===== config.mk =====
export PLATFORM = sky130hd
export DESIGN_NAME = spi_receiver_flat
export DESIGN_NICKNAME = d
export VERILOG_FILES = /design/src/rtl/spi_receiver_if.sv /design/src/rtl/spi_receiver.sv /design/src/flat_wrapper.sv
export SDC_FILE = /design/constraint.sdc
export NUM_CORES = 1
export LEC_CHECK = 0
export ABC_AREA = 1
export BUFFER_PORTS_ARGS = -buffer_cell sky130_fd_sc_hd__buf_4
export CAP_MARGIN = 40
export CORE_ASPECT_RATIO = 0.8
export CORE_MARGIN = 2
export CORE_UTILIZATION = 41
export CTS_BUF_LIST = sky130_fd_sc_hd__clkbuf_4 sky130_fd_sc_hd__clkbuf_8
export DETAILED_ROUTE_END_ITERATION = 12
export SLEW_MARGIN = 20
export SYNTH_ARGS = -nofsm -noshare
export SYNTH_HDL_FRONTEND = slang
export SYNTH_SLANG_ARGS = --single-unit

===== constraint.sdc =====
create_clock -name clock -period 1.2 [get_ports clock]
set_input_delay 0 -clock clock [delete_from_list [all_inputs] [get_ports clock]]
set_output_delay 0 -clock clock [all_outputs]
set_load 0.05 [all_outputs]

===== src/rtl/spi_receiver_if.sv =====
// Signal bundle between an SPI master / FIFO environment and spi_receiver.
// The master modport drives the SPI pins and FIFO status; the slave modport is the receiver.
interface spi_receiver_if #(
  parameter int WORD_WIDTH = 24
);
  logic                  sdi;
  logic                  sclk;
  logic                  sync_n;
  logic                  fifo_full;
  logic                  clear_errors;
  logic [WORD_WIDTH-1:0] data_out;
  logic                  write_data;
  logic                  frame_error;
  logic                  overflow;
  logic                  rx_busy;

  modport master (
    output sdi, sclk, sync_n, fifo_full, clear_errors,
    input  data_out, write_data, frame_error, overflow, rx_busy
  );

  modport slave (
    input  sdi, sclk, sync_n, fifo_full, clear_errors,
    output data_out, write_data, frame_error, overflow, rx_busy
  );
endinterface


===== src/rtl/spi_receiver.sv =====
// Oversampling SPI slave receiver: assembles one MSB-first word per sync_n frame
// and pushes correctly framed words into a FIFO write port.
module spi_receiver #(
  parameter int WORD_WIDTH     = 24,
  parameter bit SAMPLE_ON_FALL = 1'b1
) (
  input  logic         clock,
  input  logic         reset,
  spi_receiver_if.slave bus
);
  localparam int CW = $clog2(WORD_WIDTH + 2);

  localparam logic [1:0] IDLE  = 2'd0;
  localparam logic [1:0] SHIFT = 2'd1;
  localparam logic [1:0] CHECK = 2'd2;

  // [0],[1] synchronizer, [2] previous value for edge detection
  logic [2:0] sclk_q, sync_q;
  logic [1:0] sdi_q;

  logic [1:0]            state_q, state_d;
  logic [CW-1:0]         bit_count_q, bit_count_d;
  logic [WORD_WIDTH-1:0] shift_q, shift_d;
  logic [WORD_WIDTH-1:0] data_q, data_d;
  logic                  write_q, write_d;
  logic                  ferr_q, ferr_d;
  logic                  ovf_q, ovf_d;

  logic sclk_rise, sclk_fall, sample_edge, sync_fall, sync_rise;
  logic ferr_set, ovf_set;

  assign sclk_rise   = sclk_q[1] & ~sclk_q[2];
  assign sclk_fall   = ~sclk_q[1] & sclk_q[2];
  assign sample_edge = SAMPLE_ON_FALL ? sclk_fall : sclk_rise;
  assign sync_fall   = ~sync_q[1] & sync_q[2];
  assign sync_rise   = sync_q[1] & ~sync_q[2];

  always_ff @(posedge clock or negedge reset) begin
    if (!reset) begin
      sclk_q <= '0;
      sync_q <= '1;
      sdi_q  <= '0;
    end else begin
      sclk_q <= {sclk_q[1:0], bus.sclk};
      sync_q <= {sync_q[1:0], bus.sync_n};
      sdi_q  <= {sdi_q[0], bus.sdi};
    end
  end

  always_comb begin
    state_d     = state_q;
    bit_count_d = bit_count_q;
    shift_d     = shift_q;
    data_d      = data_q;
    write_d     = 1'b0;
    ferr_set    = 1'b0;
    ovf_set     = 1'b0;
    case (state_q)
      IDLE: begin
        bit_count_d = '0;
        if (sync_fall) begin
          state_d = SHIFT;
          shift_d = '0;
        end
      end
      SHIFT: begin
        if (sync_rise) begin
          state_d = CHECK;
        end else if (sample_edge) begin
          shift_d = {shift_q[WORD_WIDTH-2:0], sdi_q[1]};
          // saturate so an over-long frame can never wrap back to a valid count
          if (bit_count_q != CW'(WORD_WIDTH + 1))
            bit_count_d = bit_count_q + CW'(1);
        end
      end
      CHECK: begin
        if (bit_count_q == CW'(WORD_WIDTH)) begin
          if (!bus.fifo_full) begin
            data_d  = shift_q;
            write_d = 1'b1;
          end else begin
            ovf_set = 1'b1;
          end
        end else begin
          ferr_set = 1'b1;
        end
        // a new frame starting during CHECK goes straight to SHIFT
        if (sync_fall) begin
          state_d     = SHIFT;
          shift_d     = '0;
          bit_count_d = '0;
        end else begin
          state_d = IDLE;
        end
      end
      default: state_d = IDLE;
    endcase
    ferr_d = ferr_set | (ferr_q & ~bus.clear_errors);
    ovf_d  = ovf_set  | (ovf_q  & ~bus.clear_errors);
  end

  always_ff @(posedge clock or negedge reset) begin
    if (!reset) begin
      state_q     <= IDLE;
      bit_count_q <= '0;
      shift_q     <= '0;
      data_q      <= '0;
      write_q     <= 1'b0;
      ferr_q      <= 1'b0;
      ovf_q       <= 1'b0;
    end else begin
      state_q     <= state_d;
      bit_count_q <= bit_count_d;
      shift_q     <= shift_d;
      data_q      <= data_d;
      write_q     <= write_d;
      ferr_q      <= ferr_d;
      ovf_q       <= ovf_d;
    end
  end

  assign bus.data_out    = data_q;
  assign bus.write_data  = write_q;
  assign bus.frame_error = ferr_q;
  assign bus.overflow    = ovf_q;
  assign bus.rx_busy     = (state_q != IDLE);
endmodule


===== src/flat_wrapper.sv =====
// flat-port wrapper written by rule: the top's interface ports become plain ports
module spi_receiver_flat 
#(
  parameter int WORD_WIDTH     = 24,
  parameter bit SAMPLE_ON_FALL = 1'b1
)
  (clock, reset, bus_sdi, bus_sclk, bus_sync_n, bus_fifo_full, bus_clear_errors, bus_data_out, bus_write_data, bus_frame_error, bus_overflow, bus_rx_busy);
  spi_receiver_if #(.WORD_WIDTH(WORD_WIDTH)) bus_i ();
  input  logic clock;
  input  logic reset;
  input wire logic [$bits(bus_i.sdi)-1:0] bus_sdi;
  input wire logic [$bits(bus_i.sclk)-1:0] bus_sclk;
  input wire logic [$bits(bus_i.sync_n)-1:0] bus_sync_n;
  input wire logic [$bits(bus_i.fifo_full)-1:0] bus_fifo_full;
  input wire logic [$bits(bus_i.clear_errors)-1:0] bus_clear_errors;
  output wire logic [$bits(bus_i.data_out)-1:0] bus_data_out;
  output wire logic [$bits(bus_i.write_data)-1:0] bus_write_data;
  output wire logic [$bits(bus_i.frame_error)-1:0] bus_frame_error;
  output wire logic [$bits(bus_i.overflow)-1:0] bus_overflow;
  output wire logic [$bits(bus_i.rx_busy)-1:0] bus_rx_busy;
  assign bus_i.sdi = bus_sdi;
  assign bus_i.sclk = bus_sclk;
  assign bus_i.sync_n = bus_sync_n;
  assign bus_i.fifo_full = bus_fifo_full;
  assign bus_i.clear_errors = bus_clear_errors;
  assign bus_data_out = bus_i.data_out;
  assign bus_write_data = bus_i.write_data;
  assign bus_frame_error = bus_i.frame_error;
  assign bus_overflow = bus_i.overflow;
  assign bus_rx_busy = bus_i.rx_busy;
  spi_receiver #(.WORD_WIDTH(WORD_WIDTH), .SAMPLE_ON_FALL(SAMPLE_ON_FALL)) u_core (.clock(clock), .reset(reset), .bus(bus_i));
endmodule

After elaboration in Yosys (flattened, before gate mapping)
Cells that the tools add are included.
- multiplexer cells: 21
- add/sub/neg operators: 1
- reductions and logical operators: 9
- bitwise logic cells: 12
- equality and inequality tests: 11
- operators by type and width (operator ; number):
    24-bit two-way mux ; 3
    24-bit one-hot mux with 2 select lines ; 1
    5-bit two-way mux ; 4
    5-bit one-hot mux with 3 select lines ; 1
    2-bit by 1-bit inequality test with 1-bit output, second input constant ; 6
    1-bit two-way mux ; 9
    2-bit one-hot mux with 3 select lines ; 1
    5-bit by 1-bit adder with 5-bit output, second input constant ; 1
    1-bit bitwise AND ; 5
    5-bit equality test, second input constant ; 1
    5-bit inequality test, second input constant ; 1
    1-bit NOT ; 5
    5-bit AND reduction ; 1
    2-bit two-way mux ; 2
    4-bit AND reduction ; 1
    2-bit nonzero test ; 2
    3-bit AND reduction ; 1
    3-bit nonzero test ; 1
    2-bit by 1-bit equality test with 1-bit output, second input constant ; 1
    2-bit equality test, second input constant ; 1
    2-bit zero test ; 1
    2-bit inequality test, second input constant ; 1
    1-bit bitwise OR ; 2
    2-bit AND reduction ; 1
    2-bit OR reduction ; 1
- bits of input ports: 7
- output and inout port bits: 28
- flip-flop bits (word level): 66

Depth between registers and ports, before layout
Gate-level depths: netlist (run 1).
- depth in word-level cells: 5
- mapped depth: 9
- mapped depth without buffers: 9

Least setup slack after synthesis (run 1)
No wires, ideal clock.
- path kind: reg2reg
- start: register u_core.sync_q[2]
- end: register u_core.shift_q[17]
- buffers on the path: 2
- setup time: 0.123 ns
- arrival: 1.206 ns
- path slack: -0.129 ns
- stages on the path, launching flop included: 10
- clock period less this slack: 1.329 ns
- cells stage by stage: dfstp_2 -> inv_2 -> nand2_1 -> nand2_1 -> nand2_4 -> nand2_4 -> buf_6 -> buf_8 -> nand2_1 -> o21ai_2
- cells in the longest elaborated chain, start to end: 4
- elaborated cells on any way between the ends: 6
- those cells by class: eq/ne (2); bitwise (3); reduce/logical (1)
- RTL lines (what ; RTL line ; RTL):
    start: declaration ; spi_receiver.sv:18 ; logic [2:0] sclk_q, sync_q;
    start signal: assignment ; spi_receiver.sv:45 ; sync_q <= {sync_q[1:0], bus.sync_n};
    1-bit NOT ; spi_receiver.sv:36 ; assign sync_rise = sync_q[1] & ~sync_q[2];
    1-bit bitwise AND ; spi_receiver.sv:36 ;
    2-bit inequality test (no source line) ; - ;
    4-bit AND reduction (no source line) (*) ; - ;
    end signal: assignment ; spi_receiver.sv:114 ; shift_q <= shift_d;
    end: declaration ; spi_receiver.sv:23 ; logic [WORD_WIDTH-1:0] shift_q, shift_d;
Every way passes the cells marked *; elsewhere a longest branch is shown, timed or not.
A chain may end at the register's enable or synchronous reset.

Worst setup path after layout (run 1)
Ends and elaborated chain as after synthesis.

==> run_summary.xml, run 1 <==
<?xml version="1.0" encoding="UTF-8"?>
<metrics>
  <group name="synth">
    <metric name="yosys_register_bits" unit="">66</metric>
    <metric name="mappedNetlistNets" unit="">309</metric>
    <metric name="synth_enable_flop_cells" unit="">0</metric>
    <metric name="synth_top_area_share" unit="%">55.7</metric>
    <metric name="synth_flop_cell" unit="">dfrtp_1</metric>
    <metric name="top_cells_by_area_synth" unit="">dfrtp_1, nand2_1, o21ai_0</metric>
    <metric name="post_synth.cell_area_avg" unit="um^2">9.47</metric>
    <metric name="synth_async_sr_flop_share" unit="%">100</metric>
    <metric name="yosys-top-cells-count" unit="">nand2_1, dfrtp_1, o21ai_0</metric>
    <metric name="synthDistinctLibCells" unit="">26</metric>
    <metric name="post-synth-top-area-cell" unit="">dfrtp_1</metric>
    <metric name="postSynthCellCount" unit="">299</metric>
    <metric name="ys.warnings.count" unit="">0</metric>
    <metric name="syn-cell-area" unit="mm^2">0.00283</metric>
    <metric name="synth-seq-area-share" unit="%">58.5</metric>
    <metric name="yosys.cell_count.top_type" unit="">nand2_1</metric>
  </group>
  <group name="timing">
    <metric name="worst_slew_pin_slew" unit="ns">0.351</metric>
    <metric name="timing.max_slew.rel_slack" unit="%">76.6</metric>
    <metric name="finalCriticalPeriod" unit="ns">1.28</metric>
    <metric name="report.final.hold_viol_count" unit="">0</metric>
    <metric name="period_share" unit="%">106</metric>
    <metric name="setup_repair_after_global_routing_missed_its_margin" unit="">yes</metric>
    <metric name="drv_slew" unit="">0</metric>
    <metric name="fin_worst_skew" unit="ns">0.0111</metric>
    <metric name="max_clock_freq" unit="MHz">783</metric>
    <metric name="final_critical_path_setup_slack" unit="ns">-0.0776</metric>
    <metric name="finalSetupTns" unit="ns">-1.97</metric>
    <metric name="count_of_endpoints_failing_setup_in_the_final_report" unit="">43</metric>
  </group>
  <group name="drt">
    <metric name="post_route_ant_nets" unit="">0</metric>
    <metric name="dr_total_vias" unit="">2141</metric>
    <metric name="number_of_detailed_route_iterations_in_the_first_pass" unit="">4</metric>
    <metric name="post_dr_vias_cell" unit="">4.65</metric>
    <metric name="remaining_drc_errors" unit="">0</metric>
    <metric name="detail_route.wl_per_cell" unit="um">12.4</metric>
    <metric name="drt-initial-drc-count" unit="">118</metric>
    <metric name="postRouteWirelength" unit="mm">5.71</metric>
  </group>
  <group name="cells_and_area">
    <metric name="finalNonFillerCells" unit="">460</metric>
    <metric name="multiInputGateArea" unit="mm^2">0.00125</metric>
    <metric name="area_growth" unit="%">41.1</metric>
    <metric name="drive_gt1_share" unit="%">46.9</metric>
    <metric name="num-fill-cells" unit="">568</metric>
    <metric name="layout.nets" unit="">378</metric>
    <metric name="n_antenna_cell" unit="">0</metric>
    <metric name="finalCoreUtilization" unit="%">58.8</metric>
    <metric name="final-seq-area" unit="mm^2">0.00166</metric>
  </group>
  <group name="cts">
    <metric name="htreeDepth" unit="">3</metric>
    <metric name="clock_sink_count" unit="">66</metric>
    <metric name="insertion_delay" unit="ns">0.34</metric>
    <metric name="root_buffer" unit="">clkbuf_8</metric>
    <metric name="cts-root-to-sink-buffers" unit="">2</metric>
    <metric name="cts.clk_slew.worst_paths" unit="ns">0.07</metric>
    <metric name="cts-buffers-inserted" unit="">9</metric>
    <metric name="cts_tree" unit="">built</metric>
  </group>
  <group name="worst_setup_path">
    <metric name="capture_instance_of_the_worst_register_to_register_path" unit="">u_core.shift_q[17]$_DFFE_PN0P_</metric>
    <metric name="r2r.worst_path.cells" unit="">8</metric>
    <metric name="setup.worst_path.class" unit="">reg -&gt; reg</metric>
    <metric name="cp_data_arrival_time" unit="ns">1.52</metric>
    <metric name="critical_path_required" unit="ns">1.44</metric>
    <metric name="setup.reg_to_reg.worst_slack" unit="ns">-0.08</metric>
    <metric name="crit_path_start_kind" unit="">flop</metric>
    <metric name="end_kind" unit="">flop</metric>
    <metric name="crit_path_max_fanout" unit="">16</metric>
    <metric name="rr_startpoint" unit="">u_core.sync_q[2]$_DFF_PN1_</metric>
  </group>
  <group name="global_route">
    <metric name="antenna_violations_before_repair" unit="">0</metric>
    <metric name="grt_pass1_wl" unit="mm">9.60</metric>
    <metric name="vias_in_the_first_global_route" unit="">2079</metric>
    <metric name="track_usage" unit="%">16.0</metric>
    <metric name="grt_overflow_total" unit="">0</metric>
    <metric name="grt_max_degree" unit="">67</metric>
  </group>
  <group name="pwr">
    <metric name="powerDensity" unit="mW/mm^2">1430</metric>
    <metric name="power_report.internal_total" unit="W">0.00406</metric>
    <metric name="combinationalPowerShare" unit="%">21.8</metric>
    <metric name="power.total" unit="W">0.00570</metric>
    <metric name="netSwitchingPower" unit="W">0.00165</metric>
    <metric name="power_frac_clock" unit="%">36.0</metric>
    <metric name="max-vdd-ir-drop" unit="V">0.000969</metric>
    <metric name="power_switching_share" unit="%">28.9</metric>
    <metric name="p_leak" unit="nW">2.10</metric>
    <metric name="seqPwrFrac" unit="%">42.2</metric>
  </group>
  <group name="place">
    <metric name="dpl.hpwl" unit="mm">3.57</metric>
    <metric name="globalplace.congestion" unit="">0.737</metric>
    <metric name="io_buffer_count" unit="">34</metric>
    <metric name="numPlacedInstances" unit="">432</metric>
  </group>
  <group name="floorplan">
    <metric name="floorplan.io_pins" unit="">35</metric>
    <metric name="die_footprint" unit="mm^2">0.00759</metric>
    <metric name="core_region_area" unit="mm^2">0.00679</metric>
    <metric name="num_rows" unit="">27</metric>
    <metric name="vert_die_dim" unit="um">78.3</metric>
    <metric name="floorplan.initialDensity" unit="%">41.7</metric>
    <metric name="dieWidth" unit="um">96.9</metric>
  </group>
  <group name="hold_path">
    <metric name="holdCritPathClass" unit="">in -&gt; async</metric>
  </group>
  <group name="status">
    <metric name="status" unit="">finished with violations</metric>
    <metric name="violations" unit="">negative setup slack</metric>
  </group>
  <group name="job">
    <metric name="drv_cap" unit="">0</metric>
  </group>
</metrics>
[placed cells by master (no fill, tap or decap), drive strengths merged, types with 3 or more instances in the layout]
master,synthesis,routed
inv,16,16
ha,3,3
clkinv,0,3
dlygate4sd3,0,6
buf,9,65
nand2,129,129
o21ai,51,51
dfrtp,63,63
clkbuf,5,12
nor2,12,12
dfstp,3,3
nand3,3,3
[flip-flops by register name, indices dropped and copies added, names as in the netlist, 2 cells and up]
signal,cells
u_core.shift_q,24
u_core.sync_q,3
u_core.sclk_q,3
u_core.bus.data_out,24
u_core.state_q,2
u_core.sdi_q,2
u_core.bit_count_q,5
[worst max-delay path, cell delays in order, from the launching register on]
cell,delay [ns]
dfstp_2,0.55
inv_2,0.03
nand2_2,0.05
nand2_2,0.06
nand2_4,0.10
nand2_8,0.09
buf_12,0.17
nand2_2,0.06
o21ai_2,0.05
[through the flow]
stage          setup slack [ns]  instance area (um^2)  hold WS (ns)
3_3_place_gp            -0.0891                  3390        0.0294
6_report                -0.0776                  3990         0.196
2_1_floorplan           -0.0956                  2880        -0.296
3_5_place_dp            -0.0983                  3390        0.0335
5_1_grt                  -0.148                  3990         0.234
4_1_cts                 -0.0911                  3800         0.205
[metal layers]
layer,vias to the layer above,routed length [um],track usage (%)
met5,-,0,0
met1,1009,2800,20.4
met2,41,2580,25.7
met3,7,264,5.88
met4,0,65,5.07
li1,1084,-,-
[power groups by stage]
stage	combinational, W	sequential (W)	clock (W)
after detailed placement	0.000985	0.00243	0
final	0.00124	0.00240	0.00205
after global routing	0.00136	0.00242	0.00220
after CTS	0.00115	0.00239	0.00211
after global placement	0.000981	0.00243	0
after floorplan	0.000653	0.00243	0
[worst max-delay path by stage]
stage,startpoint,end,depth (start not counted)
after floorplan,u_core.sync_q[2]$_DFF_PN1_,u_core.shift_q[17]$_DFFE_PN0P_,9
after CTS,u_core.sync_q[2]$_DFF_PN1_,u_core.bit_count_q[4]$_DFFE_PN0P_,5
after global placement,u_core.state_q[0]$_DFFE_PN0P_,u_core.bit_count_q[1]$_DFFE_PN0P_,6
after global routing,u_core.sync_q[2]$_DFF_PN1_,u_core.shift_q[22]$_DFFE_PN0P_,8
final,u_core.sync_q[2]$_DFF_PN1_,u_core.shift_q[17]$_DFFE_PN0P_,8
after detailed placement,u_core.state_q[0]$_DFFE_PN0P_,u_core.bus.data_out[16]$_DFFE_PN0P_,5
[layout make-up]
| cell class | instances | area share (%) |
|---|---|---|
| clock buffers | 11 | 3.48 |
| clock inverters | 5 | 1.97 |
| inverters | 16 | 1.57 |
| multi-input cells | 203 | 31.2 |
| flip-flops and latches | 66 | 41.5 |
| well taps | 87 | 2.73 |
| repair buffers | 72 | 17.5 |
[cell families after synthesis]
logic type,Yosys count,share of synthesized area (%)
DFF,66,58.5
adders and majority gates,3,1.33
AOI/OAI and AO/OA,53,11.7
buffers and inverters,30,6.10
and+or+nand+nor,147,22.4
[what timing repair did]
item / CTS / global route
gates resized for setup: 48 / 52
cloned: 3 / 1
setup endpoints to repair: 53 / 54
hold endpoints to repair: 71 / 0
setup buffers: 2 / 0
hold buffers: 6 / 0
pin swaps: 3 / 12
Note: power is estimated with default switching activity, not from simulation.
==> run 2: changes to the inputs <==
--- a/config.mk
+++ b/config.mk
@@ -5,7 +5,7 @@
 export SDC_FILE = /design/constraint.sdc
 export NUM_CORES = 1
 export LEC_CHECK = 0
-export ABC_AREA = 1
+export ABC_AREA = 0
 export BUFFER_PORTS_ARGS = -buffer_cell sky130_fd_sc_hd__buf_4
 export CAP_MARGIN = 40
 export CORE_ASPECT_RATIO = 0.8
@@ -13,6 +13,7 @@
 export CORE_UTILIZATION = 41
 export CTS_BUF_LIST = sky130_fd_sc_hd__clkbuf_4 sky130_fd_sc_hd__clkbuf_8
 export DETAILED_ROUTE_END_ITERATION = 12
+export RECOVER_POWER = 50
 export SLEW_MARGIN = 20
 export SYNTH_ARGS = -nofsm -noshare
 export SYNTH_HDL_FRONTEND = slang
==> run 2 against run 1 <==
Net effect: the run still ends with negative setup slack left; area after synthesis decreased by 6.9%; setup slack got worse by 0.44 ns; cell count decreased by 14%; maximum frequency decreased by 26%; register-to-register slack got worse by 0.44 ns; critical path depth decreased by 1; count of clock-buffer cells in the layout increased by 2; global-route usage increased by 3.0 points; sequential power decreased by 5%; critical endpoint is now u_core.bus.data_out[21]$_DFFE_PN0P_; highest routed layer unchanged.
==> run_summary.xml, run 2 <==
<?xml version="1.0" encoding="UTF-8"?>
<metrics>
  <group name="status">
    <metric name="status" unit="">finished with violations</metric>
    <metric name="violations" unit="">negative setup slack</metric>
  </group>
  <group name="floorplan">
    <metric name="floorplan.initialDensity" unit="%">41.8</metric>
    <metric name="num_rows" unit="">26</metric>
    <metric name="floorplan.io_pins" unit="">35</metric>
    <metric name="vert_die_dim" unit="um">75.7</metric>
    <metric name="core_region_area" unit="mm^2">0.00631</metric>
    <metric name="dieWidth" unit="um">93.7</metric>
    <metric name="die_footprint" unit="mm^2">0.00709</metric>
  </group>
  <group name="timing">
    <metric name="timing.max_slew.rel_slack" unit="%">58.1</metric>
    <metric name="period_share" unit="%">143</metric>
    <metric name="finalCriticalPeriod" unit="ns">1.72</metric>
    <metric name="max_clock_freq" unit="MHz">581</metric>
    <metric name="report.final.hold_viol_count" unit="">0</metric>
    <metric name="fin_worst_skew" unit="ns">0.0110</metric>
    <metric name="drv_slew" unit="">0</metric>
    <metric name="worst_slew_pin_slew" unit="ns">0.629</metric>
    <metric name="finalSetupTns" unit="ns">-20.50</metric>
    <metric name="setup_repair_after_global_routing_missed_its_margin" unit="">yes</metric>
    <metric name="final_critical_path_setup_slack" unit="ns">-0.521</metric>
    <metric name="count_of_endpoints_failing_setup_in_the_final_report" unit="">55</metric>
  </group>
  <group name="cells_and_area">
    <metric name="final_common_cell" unit="">dfrtp_1</metric>
    <metric name="design_area" unit="mm^2">0.00424</metric>
    <metric name="n_antenna_cell" unit="">0</metric>
    <metric name="drive_gt1_share" unit="%">57.8</metric>
    <metric name="finalCoreUtilization" unit="%">67.2</metric>
    <metric name="layout.nets" unit="">318</metric>
    <metric name="layout.cells.most_common_list" unit="">dfrtp_1, buf_4, mux2_4, nand2_1, nand3_2</metric>
    <metric name="area_growth" unit="%">60.9</metric>
  </group>
  <group name="worst_setup_path">
    <metric name="r2r.worst_path.cells" unit="">7</metric>
    <metric name="path_cells" unit="">inv_2 -&gt; ha_4 -&gt; and4b_1 -&gt; nor3b_4 -&gt; buf_6 -&gt; clkbuf_16 -&gt; mux2_4</metric>
    <metric name="setup.worst_path.class" unit="">reg -&gt; reg</metric>
    <metric name="critical_path.top_delay_family" unit="">buffers and inverters</metric>
    <metric name="critical_path.max_stage_delay" unit="ns">0.39</metric>
    <metric name="worstSetupStartpoint" unit="">u_core.bit_count_q[1]$_DFFE_PN0P_</metric>
    <metric name="path_buf_inv" unit="">3</metric>
    <metric name="setup.reg_to_reg.worst_slack" unit="ns">-0.52</metric>
    <metric name="capture_instance_of_the_worst_register_to_register_path" unit="">u_core.bus.data_out[21]$_DFFE_PN0P_</metric>
    <metric name="rr_startpoint" unit="">u_core.bit_count_q[1]$_DFFE_PN0P_</metric>
    <metric name="cp_data_arrival_time" unit="ns">1.95</metric>
    <metric name="critical_path_required" unit="ns">1.43</metric>
    <metric name="worstSetupEndpoint" unit="">u_core.bus.data_out[21]$_DFFE_PN0P_</metric>
    <metric name="crit_path_max_fanout" unit="">6</metric>
    <metric name="crit_path_start_kind" unit="">flop</metric>
    <metric name="end_kind" unit="">flop</metric>
    <metric name="worstSetupPathDepth" unit="">7</metric>
    <metric name="critPathSlowestCell" unit="">dfrtp_1</metric>
  </group>
  <group name="cts">
    <metric name="cts-root-to-sink-buffers" unit="">2</metric>
    <metric name="cts.clk_slew.worst_paths" unit="ns">0.07</metric>
    <metric name="cts-buffers-inserted" unit="">9</metric>
    <metric name="root_buffer" unit="">clkbuf_8</metric>
    <metric name="clock_sink_count" unit="">66</metric>
    <metric name="insertion_delay" unit="ns">0.34</metric>
    <metric name="htreeDepth" unit="">3</metric>
    <metric name="cts_tree" unit="">built</metric>
  </group>
  <group name="synth">
    <metric name="yosys.cell_count.top_type" unit="">dfrtp_1</metric>
    <metric name="yosys-top-cells-count" unit="">dfrtp_1, o21ai_0, nand3_1</metric>
    <metric name="synth_enable_flop_cells" unit="">0</metric>
    <metric name="synth_top_area_share" unit="%">59.8</metric>
    <metric name="postSynthCellCount" unit="">221</metric>
    <metric name="yosys_register_bits" unit="">66</metric>
    <metric name="ys.warnings.count" unit="">0</metric>
    <metric name="post-synth-top-area-cell" unit="">dfrtp_1</metric>
    <metric name="post_synth.cell_area_avg" unit="um^2">11.9</metric>
    <metric name="synthDistinctLibCells" unit="">31</metric>
    <metric name="syn-cell-area" unit="mm^2">0.00264</metric>
    <metric name="top_cells_by_area_synth" unit="">dfrtp_1, mux2_2, o21ai_0</metric>
    <metric name="synth_flop_cell" unit="">dfrtp_1</metric>
    <metric name="synth-seq-area-share" unit="%">62.8</metric>
    <metric name="synth_async_sr_flop_share" unit="%">100</metric>
    <metric name="mappedNetlistNets" unit="">231</metric>
  </group>
  <group name="global_route">
    <metric name="grt_max_degree" unit="">44</metric>
    <metric name="track_usage" unit="%">19.0</metric>
    <metric name="vias_in_the_first_global_route" unit="">1961</metric>
    <metric name="grt_pass1_wl" unit="mm">9.96</metric>
    <metric name="antenna_violations_before_repair" unit="">0</metric>
    <metric name="grt_overflow_total" unit="">0</metric>
  </group>
  <group name="pwr">
    <metric name="power_frac_clock" unit="%">34.7</metric>
    <metric name="netSwitchingPower" unit="W">0.00129</metric>
    <metric name="p_leak" unit="nW">1.93</metric>
    <metric name="power_report.internal_total" unit="W">0.00356</metric>
    <metric name="power.total" unit="W">0.00485</metric>
    <metric name="power_switching_share" unit="%">26.5</metric>
    <metric name="seqPwrFrac" unit="%">47.2</metric>
    <metric name="combinationalPowerShare" unit="%">18.1</metric>
    <metric name="max-vdd-ir-drop" unit="V">0.000861</metric>
    <metric name="powerDensity" unit="mW/mm^2">1140</metric>
  </group>
  <group name="drt">
    <metric name="post_dr_vias_cell" unit="">5.06</metric>
    <metric name="postRouteWirelength" unit="mm">6.54</metric>
    <metric name="post_route_ant_nets" unit="">0</metric>
    <metric name="dr_total_vias" unit="">2008</metric>
    <metric name="number_of_detailed_route_iterations_in_the_first_pass" unit="">4</metric>
    <metric name="drt-initial-drc-count" unit="">134</metric>
    <metric name="remaining_drc_errors" unit="">0</metric>
    <metric name="detail_route.wl_per_cell" unit="um">16.5</metric>
  </group>
  <group name="hold_path">
    <metric name="holdCritPathClass" unit="">in -&gt; reg</metric>
    <metric name="hold_path.startpoint" unit="">bus_fifo_full</metric>
  </group>
  <group name="place">
    <metric name="dpl.hpwl" unit="mm">3.55</metric>
    <metric name="globalplace.congestion" unit="">0.841</metric>
    <metric name="io_buffer_count" unit="">34</metric>
    <metric name="postPlaceCellArea" unit="mm^2">0.00332</metric>
  </group>
  <group name="job">
    <metric name="drv_cap" unit="">0</metric>
  </group>
</metrics>
[run 2: layout make-up]
type | instances | area (um^2)
fillers | 467 | 2070
flip-flops and latches | 66 | 1660
multi-input cells | 137 | 1290
repair buffers | 89 | 990
clock buffers | 13 | 160
well taps | 84 | 105
inverters | 5 | 18.8
clock inverters | 3 | 17.5
[run 2: logic make-up (layout without fill, tap and decap cells)]
kind of cell / Yosys count / in the layout / share of synthesized area, %
fa+ha+maj: 3 / 3 / 1.42
mux: 24 / 24 / 10.3
buf+inv: 18 / 110 / 3.13
simple gates: 72 / 72 / 14.5
flops: 66 / 66 / 62.8
compound gates: 38 / 38 / 7.93
[run 2: through the flow]
step | setup slack, ns | hold slack [ns] | cells
after floorplan | -0.591 | -0.296 | 221
after global placement | -0.462 | -0.0741 | 351
after detailed placement | -0.518 | -0.0700 | 351
after CTS | -0.522 | 0.0105 | 388
after global routing | -0.578 | 0.0984 | 397
final | -0.521 | 0.128 | 397
[run 2: worst min-delay path: cells and delay by family]
family	cells	cell delay (ns)
AND/OR/NAND/NOR	1	0.04
buffers and inverters	3	0.38
[run 2: how the worst min path moves through the flow]
stage | end | slack [ns] | depth (start not counted)
CTS | u_core.bus.write_data$_DFF_PN0_ | 0.01 | 3
floorplan | u_core.bit_count_q[0]$_DFFE_PN0P_ | -0.30 | 0
global route | u_core.bus.write_data$_DFF_PN0_ | 0.1 | 4
finish | u_core.bus.write_data$_DFF_PN0_ | 0.13 | 4
detailed placement | u_core.bus.overflow$_DFF_PN0_ | -0.07 | 1
global placement | u_core.bus.overflow$_DFF_PN0_ | -0.07 | 1
[run 2: what timing repair did]
item                       4_1_cts  5_1_grt
cloned                           5        4
hold buffers                     6        0
resized for setup               45       40
setup endpoints to repair       57       57
setup buffers                   10        5
pin swaps                       12        5
hold endpoints to repair        71        0
[run 2: per-layer routing]
layer | GRT usage [%] | part of all wire, %
met5 | 0 | 0
met4 | 7.25 | 0.95
met1 | 26.5 | 49
met2 | 28.5 | 45
met3 | 5.93 | 5.0
[run 2: power by group through the flow]
stage | clock (W) | combinational, W | sequential (W)
finish | 0.00168 | 0.000876 | 0.00229
global route | 0.00184 | 0.000928 | 0.00230
CTS | 0.00173 | 0.000828 | 0.00229
detailed placement | 0 | 0.000556 | 0.00233
global placement | 0 | 0.000554 | 0.00233
floorplan | 0 | 0.000296 | 0.00235
==> run 3: changes to the inputs <==
--- a/config.mk
+++ b/config.mk
@@ -5,7 +5,7 @@
 export SDC_FILE = /design/constraint.sdc
 export NUM_CORES = 1
 export LEC_CHECK = 0
-export ABC_AREA = 0
+export ABC_AREA = 1
 export BUFFER_PORTS_ARGS = -buffer_cell sky130_fd_sc_hd__buf_4
 export CAP_MARGIN = 40
 export CORE_ASPECT_RATIO = 0.8
==> run 3 against run 2 <==
Net effect: the run still ends with negative setup slack left; cell area decreased by 6.2%; die area grew 7.0%; maximum frequency is 35% higher; non-clock buffer count down 17; total power grew 17%; first-iteration DRC count down 15%; worst hold slack improved by 0.19 ns; critical path depth grew 1; largest cell class unchanged.
==> run_summary.xml, run 3 (synthesis results as in run 1) <==
<?xml version="1.0" encoding="UTF-8"?>
<metrics>
  <group name="worst_setup_path">
    <metric name="cp_data_arrival_time" unit="ns">1.52</metric>
    <metric name="critPathSlowestCell" unit="">dfstp_2</metric>
    <metric name="crit_path_max_fanout" unit="">16</metric>
    <metric name="setup.worst_path.class" unit="">reg -&gt; reg</metric>
    <metric name="crit_path_frequent_cell" unit="">nand2_2</metric>
    <metric name="setup.reg_to_reg.worst_slack" unit="ns">-0.08</metric>
    <metric name="end_kind" unit="">flop</metric>
    <metric name="critical_path_required" unit="ns">1.44</metric>
    <metric name="critical_path.max_stage_delay" unit="ns">0.55</metric>
    <metric name="crit_path_start_kind" unit="">flop</metric>
    <metric name="path_cells" unit="">inv_2 -&gt; nand2_2 -&gt; nand2_2 -&gt; nand2_4 -&gt; nand2_8 -&gt; buf_12 -&gt; nand2_2 -&gt; o21ai_2</metric>
    <metric name="r2r.worst_path.cells" unit="">8</metric>
  </group>
  <group name="drt">
    <metric name="remaining_drc_errors" unit="">0</metric>
    <metric name="post_dr_vias_cell" unit="">4.65</metric>
    <metric name="number_of_detailed_route_iterations_in_the_first_pass" unit="">4</metric>
    <metric name="detail_route.wl_per_cell" unit="um">12.4</metric>
    <metric name="postRouteWirelength" unit="mm">5.70</metric>
    <metric name="drt-initial-drc-count" unit="">114</metric>
    <metric name="post_route_ant_nets" unit="">0</metric>
    <metric name="dr_total_vias" unit="">2140</metric>
  </group>
  <group name="floorplan">
    <metric name="core_region_area" unit="mm^2">0.00679</metric>
    <metric name="die_footprint" unit="mm^2">0.00759</metric>
    <metric name="floorplan.io_pins" unit="">35</metric>
    <metric name="num_rows" unit="">27</metric>
    <metric name="dieWidth" unit="um">96.9</metric>
    <metric name="floorplan.initialDensity" unit="%">41.7</metric>
    <metric name="vert_die_dim" unit="um">78.3</metric>
  </group>
  <group name="global_route">
    <metric name="grt_pass1_wl" unit="mm">9.60</metric>
    <metric name="track_usage" unit="%">16.0</metric>
    <metric name="grt_overflow_total" unit="">0</metric>
    <metric name="antenna_violations_before_repair" unit="">0</metric>
    <metric name="use_met3" unit="%">5.88</metric>
    <metric name="global_route.peak_usage_layer" unit="">met2</metric>
    <metric name="groute.layer.met2.usage" unit="%">25.7</metric>
    <metric name="grt_util_met1" unit="%">20.4</metric>
    <metric name="vias_in_the_first_global_route" unit="">2079</metric>
    <metric name="grt_max_degree" unit="">67</metric>
  </group>
  <group name="cts">
    <metric name="cts.clk_slew.worst_paths" unit="ns">0.07</metric>
    <metric name="cts_tree" unit="">built</metric>
    <metric name="htreeDepth" unit="">3</metric>
    <metric name="root_buffer" unit="">clkbuf_8</metric>
    <metric name="insertion_delay" unit="ns">0.34</metric>
    <metric name="clock_sink_count" unit="">66</metric>
    <metric name="cts-buffers-inserted" unit="">9</metric>
    <metric name="cts-root-to-sink-buffers" unit="">2</metric>
  </group>
  <group name="hold_path">
    <metric name="holdCritPathClass" unit="">in -&gt; reg</metric>
    <metric name="whs_path_depth" unit="">2</metric>
  </group>
  <group name="timing">
    <metric name="hold_ws" unit="ns">0.320</metric>
    <metric name="drv_slew" unit="">0</metric>
    <metric name="finalCriticalPeriod" unit="ns">1.28</metric>
    <metric name="setup_repair_after_global_routing_missed_its_margin" unit="">yes</metric>
    <metric name="timing.max_slew.rel_slack" unit="%">40.4</metric>
    <metric name="worst_slew_pin_slew" unit="ns">0.894</metric>
    <metric name="report.final.hold_viol_count" unit="">0</metric>
    <metric name="fin_worst_skew" unit="ns">0.0111</metric>
    <metric name="count_of_endpoints_failing_setup_in_the_final_report" unit="">43</metric>
    <metric name="period_share" unit="%">106</metric>
    <metric name="max_clock_freq" unit="MHz">783</metric>
    <metric name="final_critical_path_setup_slack" unit="ns">-0.0778</metric>
  </group>
  <group name="place">
    <metric name="io_buffer_count" unit="">34</metric>
    <metric name="numPlacedInstances" unit="">432</metric>
    <metric name="dpl.hpwl" unit="mm">3.57</metric>
    <metric name="globalplace.congestion" unit="">0.737</metric>
    <metric name="postPlaceCellArea" unit="mm^2">0.00339</metric>
  </group>
  <group name="pwr">
    <metric name="p_leak" unit="nW">2.09</metric>
    <metric name="powerDensity" unit="mW/mm^2">1430</metric>
    <metric name="power.total" unit="W">0.00570</metric>
    <metric name="max-vdd-ir-drop" unit="V">0.000969</metric>
  </group>
  <group name="cells_and_area">
    <metric name="design_area" unit="mm^2">0.00398</metric>
    <metric name="layout.cells.most_common_list" unit="">nand2_1, dfrtp_1, buf_4</metric>
    <metric name="area_growth" unit="%">40.6</metric>
    <metric name="layout.nets" unit="">378</metric>
    <metric name="num-fill-cells" unit="">569</metric>
    <metric name="final-seq-area" unit="mm^2">0.00166</metric>
    <metric name="final_common_cell" unit="">nand2_1</metric>
    <metric name="multiInputGateArea" unit="mm^2">0.00125</metric>
    <metric name="drive_gt1_share" unit="%">46.9</metric>
    <metric name="n_antenna_cell" unit="">0</metric>
    <metric name="finalNonFillerCells" unit="">460</metric>
  </group>
  <group name="status">
    <metric name="violations" unit="">negative setup slack</metric>
    <metric name="status" unit="">finished with violations</metric>
  </group>
  <group name="job">
    <metric name="drv_cap" unit="">0</metric>
  </group>
</metrics>
## run 3: cell count changes in the layout (fill, tap and decap cells not counted), moves of 5 or more
cell / previous run / this run
nor2_1: 2 / 8
nand3_4: 7 / 0
nand2_4: 0 / 13
nand2_1: 24 / 80
nand2_2: 0 / 34
o21ai_1: 16 / 23
mux2_4: 24 / 0
o21ai_2: 13 / 25
buf_4: 51 / 46
inv_1: 3 / 10
nand3_2: 19 / 1
## run 3: cell type report
| cell class | count | share of cell area [%] |
|---|---|---|
| Sequential cell | 66 | 41.6 |
| Multi-Input combinational cell | 203 | 31.3 |
| Timing Repair Buffer | 72 | 17.3 |
| Clock buffer | 11 | 3.49 |
| Tap cell | 87 | 2.73 |
| Clock inverter | 5 | 1.98 |
| Inverter | 16 | 1.57 |
## run 3: stage by stage
step	TNS [ns]	util (%)	setup WS [ns]
after detailed placement	-3.10	50.0	-0.0983
after global placement	-2.70	50.0	-0.0891
after floorplan	-1.66	-	-0.0956
after global routing	-7.07	58.6	-0.148
final	-1.97	58.6	-0.0778
after CTS	-2.93	55.9	-0.0911
## run 3: final timing paths
check / startpoint / to
max: u_core.sync_q[2]$_DFF_PN1_ / u_core.shift_q[17]$_DFFE_PN0P_
min: bus_sync_n / u_core.sync_q[0]$_DFF_PN1_
max reg2reg: u_core.sync_q[2]$_DFF_PN1_ / u_core.shift_q[17]$_DFFE_PN0P_
min reg2reg: u_core.sclk_q[0]$_DFF_PN0_ / u_core.sclk_q[1]$_DFF_PN0_
max in group asynchronous: reset / u_core.state_q[0]$_DFFE_PN0P_
min in group asynchronous: reset / u_core.bus.data_out[16]$_DFFE_PN0P_
## run 3: power by group
part           internal [W]  leakage, nW  total (W)  switching [W]
Clock               0.00121        0.114    0.00205       0.000841
Combinational      0.000522         1.08    0.00124       0.000716
Sequential          0.00232        0.894    0.00240      0.0000880
## run 3: metal layers
metal	up-vias	routed length, um
met5	-	0
met4	0	65
met3	7	264
met2	41	2580
met1	1008	2790
li1	1084	-
## run 3: worst max-delay path: cells and delay by family, from the launching register on
kind	cells	cell delay, ns
AOI/OAI and AO/OA	1	0.05
buffers and inverters	2	0.20
DFF	1	0.55
and+or+nand+nor	5	0.36
## run 3: timing repair
item | in CTS | in global routing
pin swaps | 3 | 12
hold buffers | 6 | 0
cloned | 3 | 1
endpoints found under the hold margin | 71 | 0
gates resized for setup | 48 | 52
buffers inserted | 2 | 0
endpoints found under the setup margin | 53 | 54
